[config.mk]
export PLATFORM = sky130hd
export DESIGN_NAME = sprite_fetch_arbiter
export DESIGN_NICKNAME = d
export VERILOG_FILES = /design/src/rtl/sprite_fetch_arbiter.sv
export SDC_FILE = /design/constraint.sdc
export NUM_CORES = 1
export LEC_CHECK = 0
export CAP_MARGIN = 20
export CORE_MARGIN = 2
export CORE_UTILIZATION = 42
export CTS_CLUSTER_SIZE = 12
export DETAILED_ROUTE_END_ITERATION = 8
export GPL_TIMING_DRIVEN = 0
export PLACE_DENSITY = 0.8
export SETUP_SLACK_MARGIN = 0.4
export SYNTH_ARGS = -nofsm -noshare
export SYNTH_HDL_FRONTEND = slang
export SYNTH_SLANG_ARGS = --single-unit
[constraint.sdc]
create_clock -name clk -period 2.4 [get_ports clk]
set_clock_uncertainty 0.15 [all_clocks]
set_input_delay 0.24 -clock clk [delete_from_list [all_inputs] [get_ports clk]]
set_output_delay 0.24 -clock clk [all_outputs]
set_load 0.05 [all_outputs]
[src/rtl/sprite_fetch_arbiter.sv]
// -----------------------------------------------------------------------------
// sprite_fetch_arbiter
//
// Arbitrates NREQ sprite fetch requesters onto one shared single-port sprite
// ROM with a 1-cycle registered read. Accepts one beat per cycle with no
// bubbles. A beat granted at edge E0 drives rom_addr after E0. Its response
// (rsp_valid one-hot plus rsp_data) appears after E1.
//
// A requester may hold the port for a sprite row by asserting req_lock. The
// lock is released when any of these happens:
//   - the owner drops its lock on a granted beat;
//   - the owner drops req;
//   - the owner has taken MAX_BURST consecutive beats while someone else waits.
// With nobody else waiting, the lock persists past MAX_BURST.
//
// Configuration macro:
//   SPRITE_ARB_RR_EN  defined   -> round-robin pointer. It moves past the
//                                  requester whose grant sequence just ended.
//                     undefined -> fixed priority, index 0 highest.
//
// Ports:
//   clk        in   clock; all state changes on its rising edge
//   reset      in   asynchronous active-high reset
//   req        in   [NREQ]     per-requester read request
//   req_addr   in   [NREQ*AW]  packed addresses; requester i at [i*AW +: AW]
//   req_lock   in   [NREQ]     keep the grant after this beat
//   gnt        out  [NREQ]     combinational one-hot/zero grant
//   rom_addr   out  [AW]       registered ROM address; holds when idle
//   rom_q      in   [DW]       ROM read data
//   rsp_valid  out  [NREQ]     one-hot owner of rsp_data
//   rsp_data   out  [DW]       rom_q when any rsp_valid bit is set, else 0
// -----------------------------------------------------------------------------
module sprite_fetch_arbiter #(
  parameter int NREQ      = 4,
  parameter int AW        = 10,
  parameter int DW        = 3,
  parameter int MAX_BURST = 32
) (
  input  logic               clk,
  input  logic               reset,
  input  logic [NREQ-1:0]    req,
  input  logic [NREQ*AW-1:0] req_addr,
  input  logic [NREQ-1:0]    req_lock,
  output logic [NREQ-1:0]    gnt,
  output logic [AW-1:0]      rom_addr,
  input  logic [DW-1:0]      rom_q,
  output logic [NREQ-1:0]    rsp_valid,
  output logic [DW-1:0]      rsp_data
);

  localparam int IW = (NREQ > 1) ? $clog2(NREQ) : 1;
  localparam int CW = $clog2(MAX_BURST + 1);
  localparam logic [CW-1:0]   CNT_MAX  = CW'(MAX_BURST);
  localparam logic [CW-1:0]   CNT_ONE  = CW'(1);
  localparam logic [IW-1:0]   IDX_LAST = IW'(NREQ - 1);
  localparam logic [IW-1:0]   IDX_ONE  = IW'(1);
  localparam logic [NREQ-1:0] ONE_HOT0 = NREQ'(1);

`ifdef SPRITE_ARB_RR_EN
  localparam bit RR_EN = 1'b1;
`else
  localparam bit RR_EN = 1'b0;
`endif

  typedef enum logic [0:0] {
    IDLE   = 1'b0,
    LOCKED = 1'b1
  } state_t;

  state_t          state_r;
  logic [IW-1:0]   ptr_r;
  logic [IW-1:0]   owner_r;
  logic [CW-1:0]   cnt_r;
  logic [NREQ-1:0] beat_r;       // beat accepted last edge, ROM read in flight
  logic [NREQ-1:0] rsp_valid_r;
  logic [AW-1:0]   rom_addr_r;

  logic            hi_found_s;
  logic            lo_found_s;
  logic [IW-1:0]   hi_sel_s;
  logic [IW-1:0]   lo_sel_s;
  logic [IW-1:0]   arb_sel_s;
  logic [IW-1:0]   gidx_s;
  logic [NREQ-1:0] gnt_s;
  logic [NREQ-1:0] owner_mask_s;
  logic            any_gnt_s;
  logic            others_s;
  logic [CW-1:0]   cnt_inc_s;
  logic [AW-1:0]   gaddr_s;

  // Pointer value after a grant sequence to idx ends.
  function automatic logic [IW-1:0] next_ptr(input logic [IW-1:0] idx);
    if (!RR_EN || (idx == IDX_LAST)) begin
      return '0;
    end else begin
      return idx + IDX_ONE;
    end
  endfunction

  // Cyclic search from ptr.
  // hi_* = lowest request at or above ptr; lo_* = lowest request overall (wrap).
  always_comb begin
    hi_found_s = 1'b0;
    hi_sel_s   = '0;
    lo_found_s = 1'b0;
    lo_sel_s   = '0;
    for (int i = NREQ - 1; i >= 0; i--) begin
      if (req[i]) begin
        lo_found_s = 1'b1;
        lo_sel_s   = IW'(i);
        if (IW'(i) >= ptr_r) begin
          hi_found_s = 1'b1;
          hi_sel_s   = IW'(i);
        end else begin
          hi_found_s = hi_found_s;
        end
      end else begin
        lo_found_s = lo_found_s;
      end
    end
    arb_sel_s = hi_found_s ? hi_sel_s : lo_sel_s;
  end

  // Grant generation: the owner only while locked, the arbiter choice otherwise.
  always_comb begin
    owner_mask_s = ONE_HOT0 << owner_r;
    others_s     = |(req & ~owner_mask_s);
    cnt_inc_s    = (cnt_r == CNT_MAX) ? cnt_r : (cnt_r + CNT_ONE);
    if (reset) begin
      gnt_s  = '0;
      gidx_s = arb_sel_s;
    end else if (state_r == LOCKED) begin
      gnt_s  = req & owner_mask_s;
      gidx_s = owner_r;
    end else begin
      gnt_s  = lo_found_s ? (ONE_HOT0 << arb_sel_s) : '0;
      gidx_s = arb_sel_s;
    end
    any_gnt_s = |gnt_s;
  end

  // Address of the granted requester.
  always_comb begin
    gaddr_s = '0;
    for (int i = 0; i < NREQ; i++) begin
      if (gidx_s == IW'(i)) begin
        gaddr_s = req_addr[i*AW +: AW];
      end else begin
        gaddr_s = gaddr_s;
      end
    end
  end

  // Lock FSM, burst counter and arbitration pointer.
  always_ff @(posedge clk or posedge reset) begin
    if (reset) begin
      state_r <= IDLE;
      ptr_r   <= '0;
      owner_r <= '0;
      cnt_r   <= '0;
    end else begin
      case (state_r)
        IDLE: begin
          if (any_gnt_s) begin
            if (req_lock[arb_sel_s]) begin
              state_r <= LOCKED;
              owner_r <= arb_sel_s;
              cnt_r   <= CNT_ONE;
            end else begin
              ptr_r <= next_ptr(arb_sel_s);
            end
          end
        end
        LOCKED: begin
          // The exit check uses the count including this beat.
          // The beat that reaches MAX_BURST is therefore the last one
          // while others wait.
          if (!req[owner_r] || !req_lock[owner_r] ||
              ((cnt_inc_s == CNT_MAX) && others_s)) begin
            state_r <= IDLE;
            cnt_r   <= '0;
            ptr_r   <= next_ptr(owner_r);
          end else begin
            cnt_r <= cnt_inc_s;
          end
        end
        default: begin
          state_r <= IDLE;
          cnt_r   <= '0;
        end
      endcase
    end
  end

  // Two-stage response pipeline aligned with the ROM's registered read.
  always_ff @(posedge clk or posedge reset) begin
    if (reset) begin
      rom_addr_r  <= '0;
      beat_r      <= '0;
      rsp_valid_r <= '0;
    end else begin
      beat_r      <= gnt_s;
      rsp_valid_r <= beat_r;
      if (any_gnt_s) begin
        rom_addr_r <= gaddr_s;
      end
    end
  end

  assign gnt       = gnt_s;
  assign rom_addr  = rom_addr_r;
  assign rsp_valid = rsp_valid_r;
  assign rsp_data  = (|rsp_valid_r) ? rom_q : '0;

endmodule

# Word-level counts from Yosys, hierarchy flattened
# Cells that the tools add are included.
# totals
regBits,29
elab_cells,95
in_bits,53
# classes
order_cmp,6
n_reduce_logical,12
n_eq_ne,9
n_addsub,1
muxes,54
n_shift,2
bitwise,4
# op_table
cell,n
10-bit two-way mux,4
2-bit two-way mux,18
6-bit two-way mux,4
1-bit two-way mux,18
6-bit == test (second input constant),2
4-bit two-way mux,3
6-bit case mux with 2 select lines,1
4-bit OR reduction,3
4-bit bitwise AND,2
1-bit by 2-bit left shift with 4-bit output (first input constant),2
6-bit by 1-bit adder with 6-bit output (second input constant),1
1-bit binary-select mux with 2-bit select,3
2-bit by 3-bit < comparator with 1-bit output (second input constant),2
2-bit inequality test (second input constant),3
3-bit AND reduction,2
2-bit == test (second input constant),2
1-bit by 2-bit greater-or-equal comparator with 1-bit output (first input constant),2
2-bit greater-or-equal comparator (first input constant),2
4-bit NOT,1
2-bit case mux with 2 select lines,1
3-bit two-way mux,1
2-bit by 1-bit == test with 1-bit output (second input constant),1
1-bit zero test,2
2-bit zero test,1
6 further kinds,7

# Depth between registers and ports, before layout
# Gate-level depths: netlist of the first run.
# depth
word_depth,17
mapped_depth,7

# Worst setup path before layout of the first run
# No wires, ideal clock.
# synth_timing
path_type,input to register
start,input reset
end,register rom_addr_r[0] (netlist: rom_addr[0])
cell_stages,5
path_slack_ps,148
arrival_time_ps,1977
t_required_ps,2125
cell_sequence,inv_2 > nand2_4 > mux2i_4 > mux4_2 > mux2_2
# synth_via
elab_chain_cells,6
elab_cells_between_ends,11
# synth_rtl
item,line_no,rtl
from (decl),40,"input logic reset,"
2-bit two-way mux,129,if (reset) begin
2-bit zero test,146,if (gidx_s == IW'(i)) begin
10-bit two-way mux (4 in a row),146,
to (signal assigned),205,rom_addr_r <= gaddr_s;
to (decl),76,logic [AW-1:0] rom_addr_r;
# Several ways; a longest one is shown, not always the timed one.
# A chain may end at the register's enable or synchronous reset.

# Worst setup path in the final report of the first run
# layout_timing
start,register state_r
end,register rom_addr_r[4] (netlist: rom_addr[4])
# layout_via
elab_chain_cells,7
elab_cells_between_ends,13
# layout_rtl
item,line_no,rtl
from (decl),70,state_t state_r;
from (signal assigned),157,state_r <= IDLE;
from (signal assigned),166,state_r <= LOCKED;
from (signal assigned),180,state_r <= IDLE;
2-bit two-way mux,132,end else if (state_r == LOCKED) begin
2-bit two-way mux,129,
2-bit zero test,146,
10-bit two-way mux (4 in a row),146,
# Several ways; a longest one is shown, not always the timed one.

==> impl_results.md, run 1 <==
- Hold Violations, Final: 0
- Commonest non-fill, non-tap cell in the layout: clkdlybuf4s50_1
- Max-Cap Viols: 0
- Hold Crit Class: in -> async
- Final design utilization: around 67%
- Iter 0 DRT Violations: 28
- GRT Overall Usage: 19.11%
- Gate Count Post-Synth: between 100 and 150
- Ys async rst share: 100.0%
- Vias in the first global route: around 1400
- Post-synth EDFFs: 0
- Clk sinks: 27
- Layout cell share with drive strength beyond 1: around a quarter
- Crit-path max FO: 10
- Post-synthesis area per instance: approximately 11 um2
- Flops & latches, synth: 27
- Max_slew headroom: 65.45%
- Sequential element share of the synthesized area: 39.76%
- Worst Tran Pin Value: 516.6 ps
- Filler cells: just over 300
- Via count: roughly 1500
- DRC violations left: 0
- Slowest Stage Delay on Critical Path: 510 ps
- RSZ-0062 raised after global routing: true
- Post-layout min period: approximately 2100 ps
- Slew Limit Fails: 0
- Share of the synthesized area in the top cell type: about two fifths
- Initial Utilization: approximately 43%
- Final ANT Viol Nets: 0
- Most frequent cells in the layout: clkdlybuf4s50_1, dfrtp_1, mux4_2
- Yosys synthesis warning count: 0
- Placement Setup Slack: -583.2 ps
- CP delay by family, top: multiplexers
- Finish-stage setup viols: 0
- Kind of critical path: reg -> reg
- Primary FF master, synth: dfrtp_1
- Inserted Diodes: 0
- DRT Pass-1 Iters: 4
- Clk root buf: clkbuf_8
- Reg area: 676.9 um2
- WL final: around 4.2 mm
- PnR worst setup slack: around 320 ps
- Nets: roughly 280
- Post-Syn Area: roughly 0.0017 mm2
- Via/cell ratio: 5.367
- Wirelength per Cell: about 15 um
- Crit end category: flop
- Post-DP HPWL: 3.218 mm
- Worst endpoint required time: ~2400 ps
- FP Rows: 23
- Crit share post-route: between 80% and 90%
- Die ar.: approximately 0.0046 mm2
- Leak Pwr: 1.085 nW
- Largest net degree at the start of global routing: 28
- CTS H-tree lvls: 1
- Placer Congestion: roughly 0.82
- CP bufs+invs: 2
- Clock insertion delay at the later pin of the skew report: between 200 and 300 ps
- TritonCTS clock tree: built
- Clock-pin slew on the worst setup and hold paths: approximately 90 ps
- Area delta synth->final: 55.67%
- Max VDD drop: about 0.00056 V
- Syn nets: 204
- Status: completed
- Setup TNS: 0 ps
- Die height: 67.61 um
- CP arrival: 2100 ps
- Die width: around 68 um
- Core box area: 0.003943 mm2
- Port Buf Inserts: 71
- First-pass GRT wire length: around 6.5 mm
- IO Pins: 74
- Slowest cell on crit path: mux4_2
- Footprint of the multi-input gates: 994.7 um2
- Max frequency: 0.4799 GHz
- Startpoint types: flop
- Initial antenna violation count: 0
- Pwr/cell area: between 800 and 900 mW/mm2
- Number of buffers created by CTS: 3
- Cell variety after synth: 45
- Final Cell Area: 0.002645 mm2
- Synth top area cells: dfrtp_1, mux4_2, mux2_2
- CTS Buffer Depth: 2
- Area after DPL: 0.002486 mm2
- Cell taking the most area after synthesis: dfrtp_1
- Critical path cell sequence: buf_6, nand2_4, mux2i_4, buf_12, mux4_2, mux2_2
- Total grt overflow: 0
## per-layer routing
metal  up-vias  global-route usage (%)  share of wire [%]
li1        719                       -                  -
met1       721                   22.17                 40
met2        47                   35.05                 52
met3         5                   3.333                6.9
met4         0                   6.633                1.0
met5         -                       0                  0
## repair_timing
item	in CTS	in global routing
setup endpoints to repair	20	17
hold endpoints to repair	27	0
hold buffers	1	0
buffers inserted	3	0
pin swaps	3	0
resized for setup	33	10
## synthesized netlist by cell type, types with 2 or more instances
library cell / instances
dfrtp_1: 27
mux4_2: 11
mux2_2: 10
nand2_1: 10
o21ai_1: 10
nor2_1: 9
inv_1: 8
a21oi_1: 4
inv_2: 4
nor2b_1: 4
o211ai_1: 4
a21oi_2: 3
a32oi_1: 2
and2_1: 2
and3_1: 2
buf_4: 2
ha_1: 2
mux2_1: 2
mux2i_1: 2
nand2b_1: 2
nand3_1: 2
nor2_2: 2
nor3_1: 2
o221ai_1: 2
## worst paths after layout
kind	from	to	slack, ps	depth (start not counted)
min in group clk	req[1]	beat_r[1]	100	3
max reg2reg	state_r	rom_addr[4]	320	6
max	state_r	rom_addr[4]	320	6
min reg2reg	beat_r[2]	rsp_valid[2]	200	0
min	reset	cnt_r[0]	20	3
max in group asynchronous	reset	owner_r[1]	1910	3
## kinds of logic after synthesis
kind of cell	share of synthesized area, %
and+or+nand+nor	14.58
muxes	25.04
adders and majority gates	1.473
buffers and inverters	4.712
DFF	39.76
xor gates and xnor gates	0.5156
AOI/OAI and AO/OA	13.92
## through the flow
stage / hold WS, ps / total power, mW / instances
2_1_floorplan: -66.45 / 1.466 / 149
3_3_place_gp: 182.8 / 1.821 / 270
3_5_place_dp: 185.6 / 1.844 / 270
4_1_cts: 19.69 / 2.131 / 278
5_1_grt: 33.15 / 2.271 / 278
6_report: 24.14 / 2.147 / 278
## flip-flops by register name (all words and copies together), names as in the netlist
signal / flops
rom_addr: 10
cnt_r: 6
beat_r: 4
rsp_valid: 4
owner_r: 2
state_r: 1
## cell type report
| class | instances | share of cell area [%] |
|---|---|---|
| Multi-Input combinational cell | 105 | 37.61 |
| Timing Repair Buffer | 75 | 29.14 |
| Sequential cell | 27 | 25.59 |
| Tap cell | 50 | 2.365 |
| Inverter | 13 | 2.034 |
| Clock buffer | 4 | 1.703 |
| Buffer | 4 | 1.561 |
## power by group
part | switching, mW | internal [mW]
Clock | 0.138 | 0.119
Combinational | 0.700 | 0.533
Sequential | 0.0800 | 0.577
Total | 0.918 | 1.23
## worst register-to-register path, delay by kind of cell, from the launching register on
| kind | cells | cell delay [ps] |
|---|---|---|
| buffers and inverters | 2 | 320 |
| DFF | 1 | 380 |
| and+or+nand+nor | 1 | 90 |
| muxes | 3 | 1040 |
(Power assumes the default switching activity.)
==> run 2: changes to the inputs <==
SLEW_MARGIN = 10   (was unset)
==> results of run 2 <==
The final DEF is identical to that of run 1; final timing and power are the same.
==> run 3: changes to the inputs <==
CELL_PAD_IN_SITES_DETAIL_PLACEMENT = 0   (was unset)
CELL_PAD_IN_SITES_GLOBAL_PLACEMENT = 1   (was unset)
CORE_UTILIZATION = 32   (was 42)
PLACE_DENSITY = unset   (was 0.8)
PLACE_DENSITY_LB_ADDON = 0.1   (was unset)
REMOVE_ABC_BUFFERS = 1   (was unset)
==> impl_results.md, run 3 (same netlist as run 1, synthesis figures left out) <==
- Clk root buf: clkbuf_8
- Total grt overflow: 0 (unchanged)
- Inserted Diodes: 0 (unchanged)
- Post-layout min period: 2086 ps (+2.088 ps)
- First-pass GRT wire length: 7.859 mm (+20%)
- Via count: 1598 (+7.1%)
- R2r startpoint: state_r
- Status: completed
- Fin cells: 311 (+12%)
- Final Cell Area: 0.002748 mm2 (+3.9%)
- Clock-pin slew on the worst setup and hold paths: 100 ps (about the same)
- CP arrival: 2090 ps (about the same)
- Crit share post-route: 86.91% (+0.087 points)
- Total power: 2.207 mW (+2.8%)
- Final design utilization: 53.80% (-13 points)
- Slew Limit Fails: 0 (unchanged)
- Kind of critical path: reg -> reg
- Crit path from: state_r
- Die width: 76.87 um (+14%)
- Final ANT Viol Nets: 0 (unchanged)
- Critical R2R Capture: owner_r[0]
- Max_slew headroom: 64.97% (-0.48 points)
- Cells on worst reg2reg path: 6 (unchanged)
- Wirelength per Cell: 15.66 um (+2.5%)
- Clk sinks: 27 (unchanged)
- Via/cell ratio: 5.138 (-4.3%)
- Leak Pwr: 1.144 nW (+5.4%)
- CP bufs+invs: 1 (-1)
- Max frequency: 0.4794 GHz (-0.10%)
- Die height: 76.87 um (+14%)
- FP Rows: 26 (+13%)
- Post-DP HPWL: 3.477 mm (+8.1%)
- CTS Buffer Depth: 2 (unchanged)
- Most frequent cells in the layout: clkdlybuf4s50_1, dfrtp_1, buf_4
- Critical path depth: 6 (unchanged)
- Worst Tran Pin Value: 523.8 ps (+7.188 ps)
- Slowest Stage Delay on Critical Path: 470 ps (-40 ps)
- Post-Place Cells: 288 (+6.7%)
- TritonCTS clock tree: built
- Placer Congestion: 0.8300 (+0.95%)
- Area after DPL: 0.002486 mm2 (unchanged)
- WL final: 4.869 mm (+15%)
- Critical path cell sequence: nor4_4, o21ai_1, a21oi_2, o211ai_1, buf_4, mux2_1
- CTS H-tree lvls: 1 (unchanged)
- Max VDD drop: 0.0004093 V (-27%)
- Core box area: 0.005107 mm2 (+30%)
- Max-Cap Viols: 0 (unchanged)
- Initial antenna violation count: 0 (unchanged)
- Startpoint types: flop
- Die ar.: 0.005909 mm2 (+29%)
- Slowest cell on crit path: dfrtp_2
- Hold Crit Class: in -> async
- Port Buf Inserts: 73 (+2.8%)
- Number of buffers created by CTS: 3 (unchanged)
- RSZ-0062 raised after global routing: true
- Initial Utilization: 33.27% (-9.8 points)
- Vias in the first global route: 1611 (+13%)
- Finish-stage setup viols: 0 (unchanged)
- Commonest non-fill, non-tap cell in the layout: clkdlybuf4s50_1
- Critical path capture point: owner_r[0]
- R2r setup slk: 310 ps (about the same)
- Layout cell share with drive strength beyond 1: 33.20% (+7.8 points)
- Pwr/cell area: 803.1 mW/mm2 (-1.1%)
- DRC violations left: 0 (unchanged)
- Worst endpoint required time: 2400 ps (about the same)
- Nets: 297 (+4.6%)
- Hold Violations, Final: 0 (unchanged)
- DRT Pass-1 Iters: 4 (unchanged)
- WHS: 32.11 ps (+7.965 ps)
- Clock insertion delay at the later pin of the skew report: 260 ps (about the same)
- Max FFs per register: 10 (unchanged)
- Crit-path max FO: 5 (-5)
- IO Pins: 74 (unchanged)
- Largest net degree at the start of global routing: 28 (unchanged)
- Iter 0 DRT Violations: 81 (+190%)
- Area delta synth->final: 61.71%
- GRT Overall Usage: 15.95% (-3.2 points)
- Crit end category: flop
- CP delay by family, top: compound AO/OA/AOI/OAI gates
run 3: cell types whose count changed in the layout (fill, tap and decap cells not counted), moves of 2 or more:
cell,change
buf_2,+2
buf_4,+11
clkbuf_2,+6
clkbuf_4,-2
dfrtp_1,-3
dfrtp_2,+3
dlygate4sd2_1,-3
run 3: layout make-up:
type	instances	area, um2
clock buffers	3	41.29
flip-flops and latches	27	680.7
inverters	13	53.80
multi-input cells	105	997.2
repair buffers	92	882.1
fillers	479	2360
clock inverters	1	5.005
well taps	70	87.58
run 3: repair_timing:
action	CTS	global route
cloned	0	0
hold buffers	1	0
pin swaps	1	6
endpoints found under the setup margin	24	24
setup buffers	8	10
hold endpoints to repair	27	0
resized for setup	40	25
run 3: tightest hold or removal path: stages:
cell             delay, ps
clkdlybuf4s15_2        250
inv_6                  120
buf_12                 190
run 3: routing by layer:
| metal | vias up | track usage (%) | share of wire, % |
|---|---|---|---|
| met3 | 4 | 3.647 | 6.5 |
| met1 | 798 | 22.00 | 46 |
| met2 | 55 | 26.23 | 46 |
| li1 | 741 | - | - |
| met5 | - | 0 | 0 |
| met4 | 0 | 2.182 | 0.68 |
run 3: worst min path at each step:
stage               startpoint      endpoint  slack (ps)
floorplan                reset     beat_r[0]          20
global placement     beat_r[2]  rsp_valid[2]         180
detailed placement   beat_r[3]  rsp_valid[3]         190
CTS                      reset      cnt_r[0]          20
global route             reset      cnt_r[0]          30
finish                   reset      cnt_r[1]          30
run 3: metrics by stage:
| stage | TNS, ps | setup WS, ps |
|---|---|---|
| after global routing | 0 | 236.5 |
| after detailed placement | -9172 | -787.5 |
| after CTS | 0 | 348.1 |
| after floorplan | 0 | 124.8 |
| after global placement | -8452 | -712.6 |
| final | 0 | 314.1 |
run 3: power by group:
group / switching, mW / internal, mW
logic: 0.688 / 0.564
clock network: 0.143 / 0.116
registers: 0.117 / 0.580
total: 0.947 / 1.26
